File: config.mk
export PLATFORM = sky130hd
export DESIGN_NAME = aud_recorder
export DESIGN_NICKNAME = d
export VERILOG_FILES = /design/src/rtl/aud_pkg.sv /design/src/rtl/i2s_word_rx.sv /design/src/rtl/aud_recorder.sv
export SDC_FILE = /design/constraint.sdc
export NUM_CORES = 1
export LEC_CHECK = 0
export CORE_ASPECT_RATIO = 1.4
export CORE_MARGIN = 10
export CORE_UTILIZATION = 54
export CTS_BUF_LIST = sky130_fd_sc_hd__clkbuf_8
export DETAILED_ROUTE_END_ITERATION = 7
export PLACE_DENSITY_LB_ADDON = 0.2
export SYNTH_ARGS = -nofsm -noshare
export SYNTH_HDL_FRONTEND = slang
export SYNTH_SLANG_ARGS = --single-unit
File: constraint.sdc
create_clock -name clk -period 2.6 [get_ports clk]
set_input_delay 0.26 -clock clk [delete_from_list [all_inputs] [get_ports clk]]
set_output_delay 0.26 -clock clk [all_outputs]
set_load 0.005 [all_outputs]
File: src/rtl/aud_pkg.sv
// Shared audio definitions: controller states, default widths and I2S framing constants.
// Used by the recorder today and intended for the player path as well.
package aud_pkg;

    localparam int AUD_ADDR_W   = 20;
    localparam int AUD_DATA_W   = 16;
    // BCLK cycles between the LRC edge and the MSB of the word (I2S framing)
    localparam int I2S_SKIP_CYC = 1;

    typedef enum logic [2:0] {
        ST_IDLE     = 3'd0,
        ST_WAIT_LRC = 3'd1,
        ST_SKIP     = 3'd2,
        ST_SHIFT    = 3'd3,
        ST_WRITE    = 3'd4,
        ST_PAUSED   = 3'd5
    } aud_state_e;

    // Counter width able to hold both the skip delay and the bit count of one word
    function automatic int rx_cnt_width(input int data_w, input int skip_cyc);
        int max_v;
        max_v = (data_w > skip_cyc) ? data_w : skip_cyc;
        return $clog2(max_v + 1);
    endfunction

endpackage

File: src/rtl/i2s_word_rx.sv
// I2S receive datapath: LRC falling-edge detect, skip-delay and word shift counting.
// The recorder FSM decides when to skip or shift; this block reports when each phase ends.
module i2s_word_rx
    import aud_pkg::*;
#(
    parameter int DATA_W = AUD_DATA_W
) (
    input  logic              clk,
    input  logic              rst,
    input  logic              lrc_i,
    input  logic              adcdat_i,
    input  logic              skip_i,
    input  logic              shift_i,
    output logic              lrc_fall_o,
    output logic              skip_done_o,
    output logic              word_done_o,
    output logic [DATA_W-1:0] word_o
);

    localparam int CNT_W = rx_cnt_width(DATA_W, I2S_SKIP_CYC);

    logic              lrc_hist_q;
    logic [CNT_W-1:0]  cnt_q;
    logic [CNT_W-1:0]  cnt_d;
    logic [DATA_W-1:0] shreg_q;
    logic [DATA_W-1:0] shreg_d;

    assign lrc_fall_o  = lrc_hist_q & ~lrc_i;
    assign skip_done_o = skip_i  && (cnt_q == CNT_W'(I2S_SKIP_CYC - 1));
    assign word_done_o = shift_i && (cnt_q == CNT_W'(DATA_W - 1));
    // Includes the bit arriving this cycle, so the word is complete when word_done_o is high
    assign word_o      = shreg_d;

    // Next-state for the phase counter and the MSB-first shift register
    always_comb begin
        shreg_d = shreg_q;
        cnt_d   = cnt_q;
        if (skip_i) begin
            cnt_d = skip_done_o ? CNT_W'(0) : cnt_q + CNT_W'(1);
        end else if (shift_i) begin
            shreg_d = {shreg_q[DATA_W-2:0], adcdat_i};
            cnt_d   = word_done_o ? CNT_W'(0) : cnt_q + CNT_W'(1);
        end else begin
            cnt_d = CNT_W'(0);
        end
    end

    // LRC history, counter and shift register state
    always_ff @(posedge clk or negedge rst) begin
        if (!rst) begin
            lrc_hist_q <= 1'b1;
            cnt_q      <= CNT_W'(0);
            shreg_q    <= {DATA_W{1'b0}};
        end else begin
            lrc_hist_q <= lrc_i;
            cnt_q      <= cnt_d;
            shreg_q    <= shreg_d;
        end
    end

endmodule

File: src/rtl/aud_recorder.sv
// Audio recorder: captures left-channel I2S samples and writes them to sequential SRAM words.
// Handles start/pause/stop commands and stops with o_full when the address space is used up.
module aud_recorder
    import aud_pkg::*;
#(
    parameter int ADDR_W = AUD_ADDR_W,
    parameter int DATA_W = AUD_DATA_W
) (
    input  logic              clk,
    input  logic              rst,
    input  logic              i_init_done,
    input  logic              i_lrc,
    input  logic              i_adcdat,
    input  logic              i_start,
    input  logic              i_pause,
    input  logic              i_stop,
    output logic [DATA_W-1:0] o_data,
    output logic [ADDR_W-1:0] o_addr,
    output logic              o_we,
    output logic [ADDR_W-1:0] o_stop_addr,
    output logic              o_full,
    output logic              o_busy
);

    aud_state_e        state_q, state_d;
    logic [DATA_W-1:0] data_q, data_d;
    logic [ADDR_W-1:0] addr_q, addr_d;
    logic [ADDR_W-1:0] stop_addr_q, stop_addr_d;
    logic              we_q, we_d;
    logic              full_q, full_d;
    logic              busy_q, busy_d;
    logic              pend_q, pend_d;

    logic              skip_s;
    logic              shift_s;
    logic              lrc_fall_s;
    logic              skip_done_s;
    logic              word_done_s;
    logic [DATA_W-1:0] word_s;
    logic              stop_s;

    i2s_word_rx #(
        .DATA_W (DATA_W)
    ) u_rx (
        .clk         (clk),
        .rst         (rst),
        .lrc_i       (i_lrc),
        .adcdat_i    (i_adcdat),
        .skip_i      (skip_s),
        .shift_i     (shift_s),
        .lrc_fall_o  (lrc_fall_s),
        .skip_done_o (skip_done_s),
        .word_done_o (word_done_s),
        .word_o      (word_s)
    );

    // Losing codec configuration mid-recording aborts exactly like a stop command
    assign stop_s = i_stop | ~i_init_done;
    assign busy_d = (state_d != ST_IDLE);

    // Next-state, addressing and write-strobe decisions
    always_comb begin
        state_d     = state_q;
        data_d      = data_q;
        addr_d      = addr_q;
        stop_addr_d = stop_addr_q;
        we_d        = 1'b0;
        full_d      = full_q;
        pend_d      = pend_q;
        skip_s      = 1'b0;
        shift_s     = 1'b0;
        case (state_q)
            ST_IDLE: begin
                pend_d = 1'b0;
                if (i_start && i_init_done) begin
                    state_d = ST_WAIT_LRC;
                    addr_d  = {ADDR_W{1'b0}};
                    full_d  = 1'b0;
                end else begin
                    state_d = ST_IDLE;
                end
            end
            ST_WAIT_LRC: begin
                if (stop_s) begin
                    state_d = ST_IDLE;
                end else if (i_pause) begin
                    state_d = ST_PAUSED;
                end else if (lrc_fall_s) begin
                    state_d = ST_SKIP;
                end else begin
                    state_d = ST_WAIT_LRC;
                end
            end
            ST_SKIP: begin
                skip_s = 1'b1;
                if (stop_s) begin
                    state_d = ST_IDLE;
                end else begin
                    pend_d  = pend_q | i_pause;
                    state_d = skip_done_s ? ST_SHIFT : ST_SKIP;
                end
            end
            ST_SHIFT: begin
                shift_s = 1'b1;
                if (stop_s) begin
                    state_d = ST_IDLE;
                end else if (word_done_s) begin
                    pend_d  = pend_q | i_pause;
                    state_d = ST_WRITE;
                    we_d    = 1'b1;
                    data_d  = word_s;
                end else begin
                    pend_d  = pend_q | i_pause;
                    state_d = ST_SHIFT;
                end
            end
            ST_WRITE: begin
                // The strobe is already visible this cycle, so the word counts as written
                stop_addr_d = addr_q;
                pend_d      = 1'b0;
                if (stop_s) begin
                    state_d = ST_IDLE;
                end else if (addr_q == {ADDR_W{1'b1}}) begin
                    state_d = ST_IDLE;
                    full_d  = 1'b1;
                end else begin
                    addr_d  = addr_q + ADDR_W'(1);
                    state_d = (pend_q || i_pause) ? ST_PAUSED : ST_WAIT_LRC;
                end
            end
            ST_PAUSED: begin
                pend_d = 1'b0;
                if (stop_s) begin
                    state_d = ST_IDLE;
                end else if (i_start) begin
                    state_d = ST_WAIT_LRC;
                end else begin
                    state_d = ST_PAUSED;
                end
            end
            default: begin
                state_d = ST_IDLE;
            end
        endcase
    end

    // Controller state and registered outputs
    always_ff @(posedge clk or negedge rst) begin
        if (!rst) begin
            state_q     <= ST_IDLE;
            data_q      <= {DATA_W{1'b0}};
            addr_q      <= {ADDR_W{1'b0}};
            stop_addr_q <= {ADDR_W{1'b0}};
            we_q        <= 1'b0;
            full_q      <= 1'b0;
            busy_q      <= 1'b0;
            pend_q      <= 1'b0;
        end else begin
            state_q     <= state_d;
            data_q      <= data_d;
            addr_q      <= addr_d;
            stop_addr_q <= stop_addr_d;
            we_q        <= we_d;
            full_q      <= full_d;
            busy_q      <= busy_d;
            pend_q      <= pend_d;
        end
    end

    assign o_data      = data_q;
    assign o_addr      = addr_q;
    assign o_stop_addr = stop_addr_q;
    assign o_we        = we_q;
    assign o_full      = full_q;
    assign o_busy      = busy_q;

endmodule

# After elaboration in Yosys (flattened, before gate mapping)
# Index checks and enable logic that the tools add are counted.
[classes]
addsub = 2
eq_ne = 12
n_mux = 35
n_bitwise = 6
reduce_logical = 15
[ops]
columns = ["operator", "count"]
rows = [
  ["two-way mux 20 bit", 3],
  ["case mux 20 bit (2 select lines)", 1],
  ["two-way mux 16 bit", 2],
  ["two-way mux 3 bit", 9],
  ["adder 20 x 1 -> 20 bit (second input constant)", 1],
  ["== test 20 bit (second input constant)", 1],
  ["two-way mux 5 bit", 4],
  ["case mux 3 bit (6 select lines)", 1],
  ["two-way mux 1 bit", 11],
  ["!= test 2 bit (second input constant)", 5],
  ["AND reduction 4 bit", 2],
  ["== test 3 x 2 -> 1 bit (second input constant)", 2],
  ["== test 3 bit (second input constant)", 2],
  ["adder 5 x 1 -> 5 bit (second input constant)", 1],
  ["== test 5 x 4 -> 1 bit (second input constant)", 1],
  ["zero test 5 bit", 1],
  ["two-way mux 2 bit", 2],
  ["case mux 1 bit (2 select lines)", 2],
  ["nonzero test 2 bit", 2],
  ["== test 3 x 1 -> 1 bit (second input constant)", 1],
  ["logical AND 1 bit", 3],
  ["zero test 3 bit", 1],
  ["inverter 1 bit", 3],
  ["AND reduction 3 bit", 1],
  ["other kinds (7)", 8],
]
[totals]
ff_bits = 85
in_bits = 8
out_inout_bits = 59
elab_cells = 81

# Depth between registers and ports, before layout
# Gate-level depths: netlist of the first run.
[depth]
depth_word = 7
ltp_mapped = 7

# By module
# A second synthesis of the first run with hierarchy kept.
[hier_totals]
hier_cells = 322
hier_area_um2 = 3888.7
[modules_own_cells]
columns = ["mod", "n_inst", "cells_per_inst", "area_each_um2", "seq_area_each_um2"]
rows = [
  ["aud_recorder", 1, 259, 2932.8, 1576.5],
  ["i2s_word_rx", 1, 63, 955.9, 551.8],
]

# Least setup slack after synthesis of the first run
# No wires, ideal clock.
[synth_path]
kind = "reg-to-reg"
start = "register u_rx.cnt_q[0]"
end = "register data_q[10] (netlist: o_data[10])"
setup_time_ps = 125
arrival_ps = 1925
required_time_ps = 2475
setup_slack_ps = 551
path_stages_with_launch = 8
n_path_buf = 1
period_less_slack_ps = 2049
path_cell_list = "dfrtp_1 ha_1 and3_1 ha_1 nand2_1 nor2_1 buf_2 mux2_2"
[synth_via]
elab_chain_len = 3
[synth_lines]
columns = ["element", "line_no", "text"]
rows = [
  ["start, declared", "i2s_word_rx.sv:23", "logic [CNT_W-1:0] cnt_q;"],
  ["start signal, assigned", "i2s_word_rx.sv:56", "cnt_q <= cnt_d;"],
  ["== test 5 x 4 -> 1 bit", "i2s_word_rx.sv:30", "assign word_done_o = shift_i && (cnt_q == CNT_W'(DATA_W - 1));"],
  ["logical AND 1 bit", "i2s_word_rx.sv:30", ""],
  ["AND reduction 3 bit (no line)", "-", ""],
  ["end signal, assigned", "aud_recorder.sv:151", "data_q <= {DATA_W{1'b0}};"],
  ["end signal, assigned", "aud_recorder.sv:160", "data_q <= data_d;"],
  ["end, declared", "aud_recorder.sv:26", "logic [DATA_W-1:0] data_q, data_d;"],
]
# Every way passes these cells.
# A chain may end at the register's enable or synchronous reset.

# Worst setup path in the final report of the first run
[layout_path]
start = "register addr_q[0] (netlist: o_addr[0])"
end = "register addr_q[9] (netlist: o_addr[9])"
[layout_via]
elab_chain_len = 4
word_cells_on_any_way = 7
[layout_lines]
columns = ["element", "line_no", "text"]
rows = [
  ["start, declared", "aud_recorder.sv:27", "logic [ADDR_W-1:0] addr_q, addr_d;"],
  ["start signal, assigned", "aud_recorder.sv:152", "addr_q <= {ADDR_W{1'b0}};"],
  ["start signal, assigned", "aud_recorder.sv:161", "addr_q <= addr_d;"],
  ["adder 20 x 1 -> 20 bit", "aud_recorder.sv:127", "addr_d = addr_q + ADDR_W'(1);"],
  ["two-way mux 20 bit", "aud_recorder.sv:123", "end else if (addr_q == {ADDR_W{1'b1}}) begin"],
  ["two-way mux 20 bit", "aud_recorder.sv:121", "if (stop_s) begin"],
  ["case mux 20 bit (2 select lines)", "aud_recorder.sv:72", "case (state_q)"],
]
# Parallel ways exist; a longest one is shown, timed or not. The select of a mux whose other input is x is not followed.

==> results of run 1 <==
[per-stage QoR]
stage	setup WS, ps	cells	utilization (%)
after CTS	379.1	522	69.12
final	353.5	522	69.12
after floorplan	550.5	352	-
after detailed placement	227.1	505	66.10
after global routing	237.4	522	69.12
after global placement	290.0	505	66.10
[layer usage]
| layer | GRT usage, % | part of all wire (%) | wire [µm] |
|---|---|---|---|
| met4 | 7.859 | 2.5 | 210 |
| met1 | 16.58 | 38 | 3192 |
| met5 | 0 | 0 | 0 |
| met2 | 28.16 | 52 | 4338 |
| met3 | 6.348 | 7.5 | 628 |
[registers in the layout, summed over array words and instances, names as in the netlist]
signal	count
o_busy	1
pend_q	1
o_data	16
u_rx.shreg_q	16
o_addr	20
o_stop_addr	20
u_rx.lrc_hist_q	1
o_full	1
o_we	1
u_rx.cnt_q	5
state_q	3
[kinds of logic after synthesis]
kind of cell	synth area share, %
buffers and inverters	2.737
AOI/OAI and AO/OA	8.114
DFF	56.10
and+or+nand+nor	20.09
muxes	10.03
xor gates and xnor gates	1.616
adders and majority gates	1.319
[layout make-up]
cell class / instances / area (µm²)
Fill cell: 580 / 2128
Clock buffer: 9 / 123.9
Tap cell: 95 / 118.9
Multi-Input combinational cell: 245 / 1567
Clock inverter: 7 / 73.82
Timing Repair Buffer: 72 / 718.2
Inverter: 9 / 33.78
Sequential cell: 85 / 2128
[where the power goes]
group	total (mW)	switching (mW)	internal [mW]
clock network	0.946	0.497	0.449
logic	0.153	0.0836	0.0696
registers	1.37	0.0240	1.34
total	2.47	0.604	1.86
[worst max path at each step]
| stage | from | endpoint | slack (ps) | cells after the start |
|---|---|---|---|---|
| 6_report | o_addr[0] | o_addr[9] | 350 | 6 |
| 5_1_grt | o_addr[0] | o_addr[9] | 240 | 6 |
| 4_1_cts | o_addr[0] | o_addr[9] | 380 | 6 |
| 3_5_place_dp | i_init_done | o_addr[13] | 230 | 6 |
| 3_3_place_gp | i_init_done | o_addr[13] | 290 | 6 |
| 2_1_floorplan | u_rx.cnt_q[0] | o_data[10] | 550 | 7 |
[cells in the final DEF (no fill, tap or decap), types with 2 or more instances in the layout]
master / instances
sky130_fd_sc_hd__and3_1: 7
sky130_fd_sc_hd__nor2_1: 19
sky130_fd_sc_hd__dfrtp_1: 84
sky130_fd_sc_hd__mux2i_1: 2
sky130_fd_sc_hd__clkdlybuf4s50_1: 65
sky130_fd_sc_hd__o21a_1: 2
sky130_fd_sc_hd__nand3_1: 11
sky130_fd_sc_hd__or3_1: 5
sky130_fd_sc_hd__a31oi_1: 4
sky130_fd_sc_hd__inv_1: 10
sky130_fd_sc_hd__nor3_1: 5
sky130_fd_sc_hd__o21ai_0: 10
sky130_fd_sc_hd__a21oi_1: 13
sky130_fd_sc_hd__xor2_1: 2
sky130_fd_sc_hd__buf_4: 5
sky130_fd_sc_hd__nand2_1: 75
sky130_fd_sc_hd__xnor2_1: 5
sky130_fd_sc_hd__nor2b_2: 2
sky130_fd_sc_hd__a21bo_2: 2
sky130_fd_sc_hd__nand4_1: 7
sky130_fd_sc_hd__o2111ai_1: 3
sky130_fd_sc_hd__nor4_1: 2
sky130_fd_sc_hd__inv_6: 2
sky130_fd_sc_hd__ha_1: 4
sky130_fd_sc_hd__clkbuf_8: 9
sky130_fd_sc_hd__nand3b_1: 3
sky130_fd_sc_hd__nand2b_1: 3
sky130_fd_sc_hd__clkinv_4: 2
sky130_fd_sc_hd__and4_1: 2
sky130_fd_sc_hd__or4_1: 2
sky130_fd_sc_hd__mux2_2: 32
[worst reg2reg max path: cells and delay by family (launching register included)]
family / cells / cell delay [ps]
AOI/OAI and AO/OA: 1 / 160
and+or+nand+nor: 4 / 1270
adders and majority gates: 1 / 250
DFF: 1 / 470
[timing repair]
item	4_1_cts	5_1_grt
hold buffers	1	0
endpoints found under the hold margin	36	0
endpoints found under the setup margin	0	0
==> impl_summary.txt, run 1 <==
----------------------------------------------------
[Power and ir drop]
  Final Total Pwr ... between 2 and 2.5 mW
  Pwr dens ... a little over 500 nW/µm²
  Static leakage ... 2.191 nW
  VDD IR-drop max ... roughly 0.00045 V

[Synthesis]
  Seq/Total Area, Yosys ... between 50% and 60%
  Predominant post-synthesis flop cell ... sky130_fd_sc_hd__dfrtp_1
  Gate count after technology mapping ... ~350
  Synth cell types ... between 50 and 60
  Cells taking the most area after synthesis ... sky130_fd_sc_hd__dfrtp_1, sky130_fd_sc_hd__mux2_2, sky130_fd_sc_hd__nand2_1
  Number of warnings reported in the yosys synthesis log ... 0
  Number of nets produced by synthesis ... about 360
  Area share of the largest cell type after synthesis ... 55.41%
  FFs w/ async S/R, synth ... 100.0%
  Summed instance area of the synthesized netlist ... approximately 3800 µm²
  Dominant cell by count in the synthesized netlist ... sky130_fd_sc_hd__dfrtp_1
  Register bit count reported by yosys ... 85
  Top cells by count, synth ... sky130_fd_sc_hd__dfrtp_1, sky130_fd_sc_hd__nand2_1, sky130_fd_sc_hd__mux2_2, sky130_fd_sc_hd__nor2_1, sky130_fd_sc_hd__a21oi_1
  Largest area contributor in the synthesized netlist ... sky130_fd_sc_hd__dfrtp_1
  Post-synth EDFFs ... 0
  Post-synthesis average cell area ... between 10 and 15 µm²

[Worst setup path]
  Top Family by Delay on Critical Path ... simple AND/OR/NAND/NOR gates
  Critical path buffer and inverter count ... 0
  Startpoint type of the worst setup path ... register
  Worst Path Required ... 2870 ps
  Slowest Stage Delay on Critical Path ... between 500 and 600 ps
  Critical Path, Cell by Cell ... ha_1 > nand3_1 > nor4_2 > nand3_1 > and3_1 > o21a_1
  Type of the worst setup path ... reg2reg
  R2r setup slk ... 350 ps
  Critical path data arrival time ... 2510 ps
  Largest driver fanout on the critical path ... 8
  Highest-delay cell along the critical path ... sky130_fd_sc_hd__nor4_2
  Count of cells along the worst register-to-register path ... 6
  Terminus of the critical flop-to-flop path ... o_addr[9]
  Reg-to-reg critical path startpoint ... o_addr[0]
  Capturing element type of the critical path ... register
  Cell repeated most along the worst path ... sky130_fd_sc_hd__nand3_1

[CTS]
  Count of cells resized by post-cts repair ... 0
  Clock Latency Late Sink ... around 370 ps
  TritonCTS clock tree ... done
  Buffer depth of the longest clock path ... 2
  Clock tree root driver cell ... sky130_fd_sc_hd__clkbuf_8
  Clock buffer count from CTS ... 9
  Clock transition time at the flip-flop clock pins of the worst setup and hold paths ... about 90 ps
  Post-CTS setup-driven buffer insertion count ... 0
  Number of H-tree levels ... 3
  TritonCTS Sinks ... 85

[Routing]
  DRC errors left ... 0
  Post-DRT Antenna Nets ... 0
  Vias ... ~2800
  Routed length per instance ... about 16 µm
  First-iteration detailed-routing DRC count ... around 260
  Routed Wire Length ... approximately 8400 µm
  Router iterations before antenna repair ... 4
  Vias per Instance ... between 5 and 6

[Global routing]
  Overall Global Routing Usage ... between 10% and 20%
  Remaining global-route overflow ... 0
  First-pass GRT wire length ... 14390 µm
  Largest net degree at the start of global routing ... 50
  Number of global-route vias before repair ... approximately 3000
  Initial antenna violation count ... 0

[Timing]
  Final hold slack ... roughly 350 ps
  Final number of max-transition violations ... 0
  Number of hold violations in the final report ... 0
  Achievable frequency ... 0.4451 GHz
  Post-route minimum period ... between 2000 and 2500 ps
  Number of endpoints failing setup at the final stage ... 0
  Post-Route Setup TNS ... 0 ps
  Slew at the pin with the worst max-slew slack ... about 650 ps
  Setup skew after layout ... 12.51 ps
  Max transition margin ... around 56%
  Setup repair after global routing missed its margin ... no
  Part of the cycle the worst path needs ... between 80% and 90%

[Worst hold path]
  Startpoint of the lowest-slack hold path ... i_lrc
  Hold Crit Depth ... 1
  Hold Path End ... u_rx.lrc_hist_q
  Worst hold-check path type ... in2reg

[Floorplan]
  Die Height ... 119.2 µm
  Core Box Area ... between 6000 and 7000 µm²
  Starting density of the core ... 55.05%
  Top Ports ... between 60 and 70
  Row cnt ... 36
  Die Wd ... 90.84 µm
  Overall die area ... 10830 µm²

[Layout]
  Post-layout net count ... 434
  Share of post-route cells with drive strength above 1 ... roughly 15%
  Fin area ... about 4800 µm²
  Area added between synthesis and finish ... 25.56%
  Number of antenna repair diodes ... 0

[Status]
  Result of the run ... complete, no violations

[Run]
  Max Cap Viol ... 0

[Placed design]
  Area post-placement ... 4556 µm²
  Post-DP HPWL ... a little over 6000 µm
  GP Congestion ... slightly above 0.9
  Total of buffers placed on input and output ports ... between 60 and 70

----------------------------------------------------
No activity file was read; power rests on OpenSTA's default activity.
==> run 2: changes to the inputs <==
--- a/config.mk
+++ b/config.mk
@@ -5,6 +5,7 @@
 export SDC_FILE = /design/constraint.sdc
 export NUM_CORES = 1
 export LEC_CHECK = 0
+export CAP_MARGIN = 0
 export CORE_ASPECT_RATIO = 1.4
 export CORE_MARGIN = 10
 export CORE_UTILIZATION = 54
==> results of run 2 <==
No change in the layout: final DEF, timing and power equal those of run 1.
==> run 3: changes to the inputs <==
--- a/config.mk
+++ b/config.mk
@@ -5,10 +5,11 @@
 export SDC_FILE = /design/constraint.sdc
 export NUM_CORES = 1
 export LEC_CHECK = 0
+export ABC_CLOCK_PERIOD_IN_PS = 2880
 export CAP_MARGIN = 0
 export CORE_ASPECT_RATIO = 1.4
 export CORE_MARGIN = 10
-export CORE_UTILIZATION = 54
+export CORE_UTILIZATION = 56
 export CTS_BUF_LIST = sky130_fd_sc_hd__clkbuf_8
 export DETAILED_ROUTE_END_ITERATION = 7
 export PLACE_DENSITY_LB_ADDON = 0.2
==> constraint.sdc (replaced) <==
create_clock -name clk -period 2.88 [get_ports clk]
set_input_delay 0.288 -clock clk [delete_from_list [all_inputs] [get_ports clk]]
set_output_delay 0.288 -clock clk [all_outputs]
set_load 0.005 [all_outputs]
==> run 3 against run 2 <==
Compared with the run above:
- routed wire length is 4.9% lower
- clock-buffer cell count unchanged
- combinational power decreased by 16%
- first-iteration DRC count is 15% lower
- worst setup slack improved by 260 ps
- worst hold slack worse by 290 ps
- critical path depth unchanged
==> impl_summary.txt, run 3 (same netlist as run 1, synthesis figures left out) <==
----------------------------------------------------
[Global routing]
  Initial antenna violation count ... 0
  Remaining global-route overflow ... 0
  Number of global-route vias before repair ... 2931
  Largest net degree at the start of global routing ... 86
  First-pass GRT wire length ... 13630 µm
  Overall Global Routing Usage ... between 10% and 20%

[Worst setup path]
  Critical Path, Cell by Cell ... ha_1 > nand3_1 > nor4_2 > nand3_1 > and3_1 > o21a_1
  Critical path data arrival time ... approximately 2500 ps
  Top Family by Delay on Critical Path ... simple AND/OR/NAND/NOR gates
  Worst Path Required ... between 3000 and 4000 ps
  Type of the worst setup path ... reg2reg
  Capturing element type of the critical path ... register
  Largest driver fanout on the critical path ... 8
  Startpoint type of the worst setup path ... register
  Count of cells along the worst register-to-register path ... 6
  Cell count along the critical path ... 6
  Highest-delay cell along the critical path ... sky130_fd_sc_hd__nor4_2
  Critical path buffer and inverter count ... 0
  Slowest Stage Delay on Critical Path ... about 550 ps
  Cell repeated most along the worst path ... sky130_fd_sc_hd__nand3_1

[Layout]
  Most common library cell in the layout ignoring fill and taps ... sky130_fd_sc_hd__dfrtp_1
  Final core utilization ... 71.75%
  Top library cells by usage in the layout, fill and taps aside ... sky130_fd_sc_hd__dfrtp_1, sky130_fd_sc_hd__nand2_1, sky130_fd_sc_hd__clkdlybuf4s50_1
  Post-layout net count ... around 430
  Share of post-route cells with drive strength above 1 ... between 10% and 20%
  Number of antenna repair diodes ... 0
  Area added between synthesis and finish ... 24.24%
  Fin area ... around 4700 µm²

[Run]
  Max Cap Viol ... 0

[Timing]
  Post-route minimum period ... roughly 2300 ps
  Final number of max-transition violations ... 0
  Slew at the pin with the worst max-slew slack ... just over 1000 ps
  Part of the cycle the worst path needs ... 78.74%
  Setup skew after layout ... ~10 ps
  Setup repair after global routing missed its margin ... no
  Achievable frequency ... approximately 0.44 GHz
  Max transition margin ... roughly a third
  Number of endpoints failing setup at the final stage ... 0
  Post-Route Setup TNS ... 0 ps
  Number of hold violations in the final report ... 0

[CTS]
  TritonCTS clock tree ... done
  Clock tree root driver cell ... sky130_fd_sc_hd__clkbuf_8
  Post-CTS setup-driven buffer insertion count ... 0
  Post-cts hold buffer count ... 0
  Number of H-tree levels ... 3
  TritonCTS Sinks ... between 80 and 90
  Clock transition time at the flip-flop clock pins of the worst setup and hold paths ... 90 ps
  Buffer depth of the longest clock path ... 2
  Clock Latency Late Sink ... ~370 ps
  Clock buffer count from CTS ... 9
  Count of cells resized by post-cts repair ... 0

[Worst hold path]
  Worst hold-check path type ... in2async

[Routing]
  DRC errors left ... 0
  First-iteration detailed-routing DRC count ... roughly 220
  Vias per Instance ... 5.625
  Routed Wire Length ... ~8000 µm
  Vias ... about 2800
  Post-DRT Antenna Nets ... 0
  Routed length per instance ... about 16 µm
  Router iterations before antenna repair ... 4

[Power and ir drop]
  VDD IR-drop max ... 0.0003745 V
  Static leakage ... 2.174 nW
  Pwr dens ... between 400 and 500 nW/µm²

[Placed design]
  GP Congestion ... 0.8681
  Post-DP HPWL ... just under 6000 µm
  Total of buffers placed on input and output ports ... 66
  Area post-placement ... between 4000 and 5000 µm²

[Floorplan]
  Top Ports ... 67
  Die Wd ... between 80 and 90 µm
  Row cnt ... 35
  Core Box Area ... between 6000 and 7000 µm²
  Starting density of the core ... between 50 and 60%
  Overall die area ... 10510 µm²
  Die Height ... around 120 µm

[Status]
  Result of the run ... complete, no violations

----------------------------------------------------
[run 3: layout make-up]
class,instances,area [µm²]
Multi-Input combinational cell,245,1567
Sequential cell,85,2128
Fill cell,517,1856
Tap cell,74,92.59
Clock inverter,7,80.08
Clock buffer,9,123.9
Inverter,9,33.78
Timing Repair Buffer,70,688.2
[run 3: metrics by stage]
stage | instances | power, mW | hold WS [ps] | setup slack, ps
final | 499 | 2.227 | 63.92 | 612.4
after global routing | 499 | 2.324 | 160.8 | 387.5
after CTS | 499 | 2.251 | 138.4 | 658.5
after detailed placement | 483 | 1.392 | 461.3 | 477.0
after global placement | 483 | 1.389 | 456.8 | 554.5
after floorplan | 352 | 1.315 | -7.591 | 830.5
[run 3: path summary, 6_finish.rpt]
check	start	to	slack (ps)
min in group clk	i_lrc	u_rx.lrc_hist_q	380
hold / removal	rst	o_stop_addr[7]	60
setup / recovery	o_addr[0]	o_addr[9]	610
hold reg to reg	o_stop_addr[8]	o_stop_addr[8]	480
max in group asynchronous	rst	o_stop_addr[5]	2120
setup reg to reg	o_addr[0]	o_addr[9]	610
[run 3: report_power, final]
part / total (mW) / switching (mW) / internal [mW] / leakage, nW
Combinational: 0.129 / 0.0708 / 0.0584 / 0.894
Clock: 0.862 / 0.450 / 0.412 / 0.102
Sequential: 1.24 / 0.0223 / 1.21 / 1.18
Total: 2.23 / 0.543 / 1.68 / 2.17
[run 3: worst register-to-register path, cell delays in order, from the launching register on]
cell and delay (ps):
sky130_fd_sc_hd__dfrtp_1 480, sky130_fd_sc_hd__ha_1 250, sky130_fd_sc_hd__nand3_1 140, sky130_fd_sc_hd__nor4_2 550, sky130_fd_sc_hd__nand3_1 320, sky130_fd_sc_hd__and3_1 260, sky130_fd_sc_hd__o21a_1 160
[run 3: metal layers]
metal  up-vias  GRT usage, %  wire, µm
met5         -             0         0
met4         0         8.283       192
met3        14         5.956       534
met2        75         27.31      4128
met1      1350         17.28      3104
li1       1368             -         -
